[src/rtl/avalon_mm_req_arbiter.sv]
`default_nettype none
// ============================================================================
// Module   : avalon_mm_req_arbiter
// Brief    : Round-robin IF/DM arbiter onto one Avalon-MM bridge slave port;
//            single outstanding transfer with a read-completion timeout.
// Revision : 1.0
// ============================================================================
module avalon_mm_req_arbiter #(
    parameter int ADDR_W  = 28,
    parameter int DATA_W  = 32,
    parameter int TMO_CYC = 255
) (
    input  logic                clk_clk,
    input  logic                reset_reset,
    input  logic                if_req,
    input  logic                if_we,
    input  logic [ADDR_W-1:0]   if_addr,
    input  logic [DATA_W-1:0]   if_wdata,
    input  logic [DATA_W/8-1:0] if_be,
    output logic                if_done,
    output logic [DATA_W-1:0]   if_rdata,
    output logic                if_err,
    input  logic                dm_req,
    input  logic                dm_we,
    input  logic [ADDR_W-1:0]   dm_addr,
    input  logic [DATA_W-1:0]   dm_wdata,
    input  logic [DATA_W/8-1:0] dm_be,
    output logic                dm_done,
    output logic [DATA_W-1:0]   dm_rdata,
    output logic                dm_err,
    output logic [ADDR_W-1:0]   av_address,
    output logic                av_read,
    output logic                av_write,
    output logic [DATA_W-1:0]   av_writedata,
    output logic [DATA_W/8-1:0] av_byteenable,
    output logic                av_burstcount,
    input  logic                av_waitrequest,
    input  logic [DATA_W-1:0]   av_readdata,
    input  logic                av_readdatavalid,
    output logic                busy
);

    localparam int BE_W  = DATA_W / 8;
    localparam int CNT_W = (TMO_CYC > 1) ? $clog2(TMO_CYC) : 1;

    localparam logic [CNT_W-1:0] c_tmo_last = CNT_W'(TMO_CYC - 1);
    localparam logic             c_own_if   = 1'b0;
    localparam logic             c_own_dm   = 1'b1;

    typedef enum logic [1:0] {
        S_IDLE   = 2'd0,
        S_CMD    = 2'd1,
        S_RDWAIT = 2'd2,
        S_RESP   = 2'd3
    } state_t;

    state_t              r_state, w_state;
    logic                r_owner, w_owner;
    logic                r_last_grant, w_last_grant;
    logic                r_we, w_we;
    logic [CNT_W-1:0]    r_cnt, w_cnt;
    logic [ADDR_W-1:0]   r_address, w_address;
    logic                r_read, w_read;
    logic                r_write, w_write;
    logic [DATA_W-1:0]   r_wdata, w_wdata;
    logic [BE_W-1:0]     r_be, w_be;
    logic                r_if_done, w_if_done;
    logic                r_dm_done, w_dm_done;
    logic                r_if_err, w_if_err;
    logic                r_dm_err, w_dm_err;
    logic [DATA_W-1:0]   r_if_rdata, w_if_rdata;
    logic [DATA_W-1:0]   r_dm_rdata, w_dm_rdata;
    logic                r_busy, w_busy;

    logic                w_pick_dm;
    logic                w_rsp_valid;
    logic                w_rsp_rd;
    logic                w_rsp_err;
    logic [DATA_W-1:0]   w_rsp_data;

    // On a tie the requester that did not win last time gets the bus.
    assign w_pick_dm = dm_req && (!if_req || (r_last_grant == c_own_if));

    always_comb begin
        w_state      = r_state;
        w_owner      = r_owner;
        w_last_grant = r_last_grant;
        w_we         = r_we;
        w_cnt        = r_cnt;
        w_address    = r_address;
        w_read       = r_read;
        w_write      = r_write;
        w_wdata      = r_wdata;
        w_be         = r_be;
        w_if_done    = 1'b0;
        w_dm_done    = 1'b0;
        w_if_err     = 1'b0;
        w_dm_err     = 1'b0;
        w_if_rdata   = r_if_rdata;
        w_dm_rdata   = r_dm_rdata;
        w_rsp_valid  = 1'b0;
        w_rsp_rd     = 1'b0;
        w_rsp_err    = 1'b0;
        w_rsp_data   = '0;

        case (r_state)
            S_IDLE: begin
                if (if_req || dm_req) begin
                    w_owner   = w_pick_dm ? c_own_dm : c_own_if;
                    w_we      = w_pick_dm ? dm_we    : if_we;
                    w_address = w_pick_dm ? dm_addr  : if_addr;
                    w_wdata   = w_pick_dm ? dm_wdata : if_wdata;
                    w_be      = w_pick_dm ? dm_be    : if_be;
                    w_read    = !w_we;
                    w_write   = w_we;
                    w_state   = S_CMD;
                end
            end
            S_CMD: begin
                if (!av_waitrequest) begin
                    w_read  = 1'b0;
                    w_write = 1'b0;
                    if (r_we) begin
                        w_rsp_valid = 1'b1;
                    end else if (av_readdatavalid) begin
                        w_rsp_valid = 1'b1;
                        w_rsp_rd    = 1'b1;
                        w_rsp_data  = av_readdata;
                    end else begin
                        w_cnt   = '0;
                        w_state = S_RDWAIT;
                    end
                end
            end
            S_RDWAIT: begin
                if (av_readdatavalid) begin
                    w_rsp_valid = 1'b1;
                    w_rsp_rd    = 1'b1;
                    w_rsp_data  = av_readdata;
                end else if (r_cnt == c_tmo_last) begin
                    // Hung slave: complete with error and zeroed data.
                    w_rsp_valid = 1'b1;
                    w_rsp_rd    = 1'b1;
                    w_rsp_err   = 1'b1;
                end else begin
                    w_cnt = r_cnt + CNT_W'(1);
                end
            end
            S_RESP: begin
                w_last_grant = r_owner;
                w_state      = S_IDLE;
            end
            default: w_state = S_IDLE;
        endcase

        if (w_rsp_valid) begin
            w_state = S_RESP;
            if (r_owner == c_own_dm) begin
                w_dm_done = 1'b1;
                w_dm_err  = w_rsp_err;
                if (w_rsp_rd) w_dm_rdata = w_rsp_data;
            end else begin
                w_if_done = 1'b1;
                w_if_err  = w_rsp_err;
                if (w_rsp_rd) w_if_rdata = w_rsp_data;
            end
        end

        w_busy = (w_state != S_IDLE);
    end

    always_ff @(posedge clk_clk or posedge reset_reset) begin
        if (reset_reset) begin
            r_state      <= S_IDLE;
            r_owner      <= c_own_if;
            r_last_grant <= c_own_dm;
            r_we         <= 1'b0;
            r_cnt        <= '0;
            r_address    <= '0;
            r_read       <= 1'b0;
            r_write      <= 1'b0;
            r_wdata      <= '0;
            r_be         <= '0;
            r_if_done    <= 1'b0;
            r_dm_done    <= 1'b0;
            r_if_err     <= 1'b0;
            r_dm_err     <= 1'b0;
            r_if_rdata   <= '0;
            r_dm_rdata   <= '0;
            r_busy       <= 1'b0;
        end else begin
            r_state      <= w_state;
            r_owner      <= w_owner;
            r_last_grant <= w_last_grant;
            r_we         <= w_we;
            r_cnt        <= w_cnt;
            r_address    <= w_address;
            r_read       <= w_read;
            r_write      <= w_write;
            r_wdata      <= w_wdata;
            r_be         <= w_be;
            r_if_done    <= w_if_done;
            r_dm_done    <= w_dm_done;
            r_if_err     <= w_if_err;
            r_dm_err     <= w_dm_err;
            r_if_rdata   <= w_if_rdata;
            r_dm_rdata   <= w_dm_rdata;
            r_busy       <= w_busy;
        end
    end

    assign if_done       = r_if_done;
    assign if_err        = r_if_err;
    assign if_rdata      = r_if_rdata;
    assign dm_done       = r_dm_done;
    assign dm_err        = r_dm_err;
    assign dm_rdata      = r_dm_rdata;
    assign av_address    = r_address;
    assign av_read       = r_read;
    assign av_write      = r_write;
    assign av_writedata  = r_wdata;
    assign av_byteenable = r_be;
    assign av_burstcount = 1'b1;
    assign busy          = r_busy;

endmodule
`default_nettype wire

[config.mk]
export PLATFORM = sky130hd
export DESIGN_NAME = avalon_mm_req_arbiter
export DESIGN_NICKNAME = d
export VERILOG_FILES = /design/src/rtl/avalon_mm_req_arbiter.sv
export SDC_FILE = /design/constraint.sdc
export NUM_CORES = 1
export LEC_CHECK = 0
export CAP_MARGIN = 20
export CORE_ASPECT_RATIO = 0.8
export CORE_MARGIN = 4
export CORE_UTILIZATION = 37
export CTS_CLUSTER_SIZE = 8
export DETAILED_ROUTE_END_ITERATION = 12
export GPL_ROUTABILITY_DRIVEN = 1
export PLACE_DENSITY = 0.77
export SYNTH_ARGS = -nofsm -noshare
export SYNTH_HDL_FRONTEND = slang
export SYNTH_SLANG_ARGS = --single-unit
[constraint.sdc]
create_clock -name clk_clk -period 5.05 [get_ports clk_clk]
set_clock_uncertainty 0.05 [all_clocks]
set_input_delay 0.7575 -clock clk_clk [delete_from_list [all_inputs] [get_ports clk_clk]]
set_output_delay 0.7575 -clock clk_clk [all_outputs]
set_load 0.02 [all_outputs]
==> results.md <==
* Status: completed
* Gpl congestion at 0.811
* Crit path launch type: flip-flop
* Routed WL at 18.9 mm
* Least-Margin Pin Slew at 0.902 ns
* Resized cells post-CTS at 0
* Fin crit share at 50.2%
* Crit path from: r_state[1]
* I/O pin count at 304
* Die height at 125 um
* Vias in the first global route at 5599
* First-pass GRT wire length at 30.1 mm
* Initial DRT Pass Iterations at 5
* Worst-case vdd ir drop at 0.233 mV
* Crit end category: flip-flop
* Vias at 5491
* Starting Density at 38.0%
* Clock sink count at 148
* DR WL/cell at 17.9 um
* Clock root buffer: clkbuf_16
* Layout Cells excl Fill at 1060
* Diode count at 0
* Max-slew headroom at 39.8%
* Clk buf depth at 2
* DP HPWL at 13.9 mm
* RSZ-0062 raised after global routing: no
* Initial antenna violation count at 0
* Hold/Removal Path Class: flip-flop to flip-flop
* Skew-Pair Late Insertion Delay at 0.41 ns
* Synth Net Count at 717
* Synth Cell Area at 0.00635 sq mm
* Most frequent cells in the layout: 302 x clkdlybuf4s50_1, 147 x dfrtp_1, 75 x o21ai_0
* Hold path start: av_writedata[13]
* Post-Route Setup TNS at 0 ns
* Layout area overhead at 59.9%
* Total CTS buffers at 17
* Initial drt markers at 273
* Average size of a mapped cell at 11.7 sq um
* Total chip power at 0.00624 W
* Critical Path Fanout Max at 64
* FMAX at 394 MHz
* Max-slew violation count at 0
* GRT overflow at 0
* Yosys warns at 0
* Largest net degree at the start of global routing at 129
* Final #Nets at 1002
* DRC violations left at 0
* Final hold vios at 0
* R2R Path Start: r_state[1]
* CTS tree: yes
* P per Cell Area at 615 mW/mm^2
* Core Box Area at 0.0167 sq mm
* Dpl cells at 1028
* Via density at 5.18
* Commonest non-fill, non-tap cell in the layout: clkdlybuf4s50_1
* Setup CP Type: flip-flop to flip-flop
* DRT antenna net count at 0
* # setup viols final at 0
* Die area at 0.0193 sq mm
* CP required at 5.36 ns
* Cells after Synth at 542
* P_leak at 4.31 nW
* Tmin final at 2.54 ns
* Port Buffer Count at 302
* Flop and latch count out of synthesis at 148
* Post-CTS Setup Inserts at 0
* GRT Util Overall at 19.3%
* Layout cell share with drive strength beyond 1 at 6.07%
* Sequential area share after synthesis at 58.4%
* H-Tree Depth at 4
* Cts hold-fix bufs at 0
* Synth unique cells at 43
* Row count at 42
* Chip Width at 154 um
* Clock-pin slew of the registers on the worst-case setup and hold paths at 0.07 ns
* Max-cap viol count at 0
* Worst path arrival time at 2.84 ns
final timing paths:
kind,endpoint,depth (start not counted),slack (ns)
max,if_rdata[23],6,2.51
max in group asynchronous,av_writedata[29],3,3.15
min in group asynchronous,if_rdata[24],2,0.83
max reg2reg,if_rdata[23],6,2.51
min,av_writedata[13],2,0.43
min reg2reg,av_writedata[13],2,0.43
area by class of cell:
type                            instances  area (sq um)
Sequential cell                       148          3700
Inverter                                9          38.8
Clock inverter                         12           121
Tap cell                              220           275
Multi-Input combinational cell        340          2450
Clock buffer                           20           447
Fill cell                            1391          6560
Timing Repair Buffer                  311          3120
flip-flops by register name, summed over array words and instances (netlist names):
signal / flops
av_writedata: 32
dm_rdata: 32
if_rdata: 32
av_address: 28
r_cnt: 8
av_byteenable: 4
r_state: 2
av_read: 1
av_write: 1
busy: 1
dm_done: 1
dm_err: 1
if_done: 1
if_err: 1
r_last_grant: 1
r_owner: 1
r_we: 1
cells by family after synthesis:
group	after synthesis	synth area share, %
other cells	1	0.0591
mux	67	10.6
flops	148	58.4
simple gates	101	7.00
fa+ha+maj	7	1.38
compound gates	164	18.9
buf+inv	54	3.74
routing by layer:
layer	vias to the layer above	GRT usage, %	routed length [um]	part of all wire [%]
li1	2586	-	-	-
met5	-	0	0	0
met2	221	32.0	9190	48
met1	2667	24.3	7820	41
met3	17	7.46	1760	9.3
met4	0	3.95	181	0.96
stage by stage:
step	setup WS [ns]	utilization [%]	hold slack (ns)	instance area (sq um)
2_1_floorplan	0.264	-	0.407	6350
3_3_place_gp	2.20	57.4	0.410	9580
3_5_place_dp	2.17	57.4	0.419	9580
4_1_cts	2.52	60.8	0.432	10200
5_1_grt	2.29	60.8	0.454	10200
6_report	2.51	60.8	0.426	10200
worst max-delay path, cell delays in order, from the launching register on:
cell and delay [ns]:
dfrtp_1 0.45, inv_1 0.11, ha_1 0.32, or3b_4 0.46, a21boi_4 0.20, buf_4 0.54
a32o_1 0.28
synthesized netlist by cell type:
cell | instances | area share (%)
nand3_1 | 4 | 0.32
ha_1 | 7 | 1.4
o2111ai_1 | 1 | 0.14
o21ai_0 | 76 | 6.0
buf_2 | 16 | 1.3
mux2_2 | 1 | 0.18
a21o_1 | 2 | 0.24
nor2b_1 | 1 | 0.099
a31oi_1 | 1 | 0.099
a21oi_1 | 3 | 0.24
a41o_1 | 1 | 0.16
a21boi_0 | 2 | 0.24
nor4_1 | 1 | 0.099
nand4_1 | 4 | 0.39
o21a_1 | 2 | 0.24
inv_1 | 9 | 0.53
and2_1 | 1 | 0.099
o41ai_1 | 1 | 0.14
dfstp_2 | 1 | 0.41
a32o_1 | 64 | 10
buf_6 | 1 | 0.18
or2_2 | 1 | 0.099
o21ai_1 | 2 | 0.16
nand2b_1 | 2 | 0.20
a311oi_1 | 1 | 0.14
and3_1 | 1 | 0.099
buf_4 | 2 | 0.24
o22ai_1 | 1 | 0.099
nand2_1 | 71 | 4.2
clkbuf_1 | 24 | 1.4
buf_1 | 2 | 0.12
nor3b_1 | 3 | 0.35
dfrtp_1 | 147 | 58
a21boi_1 | 2 | 0.24
o31a_1 | 1 | 0.14
nor2_1 | 7 | 0.41
a211oi_2 | 1 | 0.20
o31ai_1 | 3 | 0.35
mux2i_1 | 66 | 10
conb_1 | 1 | 0.059
or3b_4 | 1 | 0.18
or4_1 | 3 | 0.35
or3_1 | 1 | 0.099
power by group:
part | total (W) | internal (W) | switching [W]
Combinational | 0.00297 | 0.00140 | 0.00157
Sequential | 0.00205 | 0.00173 | 0.000320
Clock | 0.00122 | 0.000703 | 0.000519
Total | 0.00624 | 0.00383 | 0.00241
No activity file was read; power rests on OpenSTA's default activity.
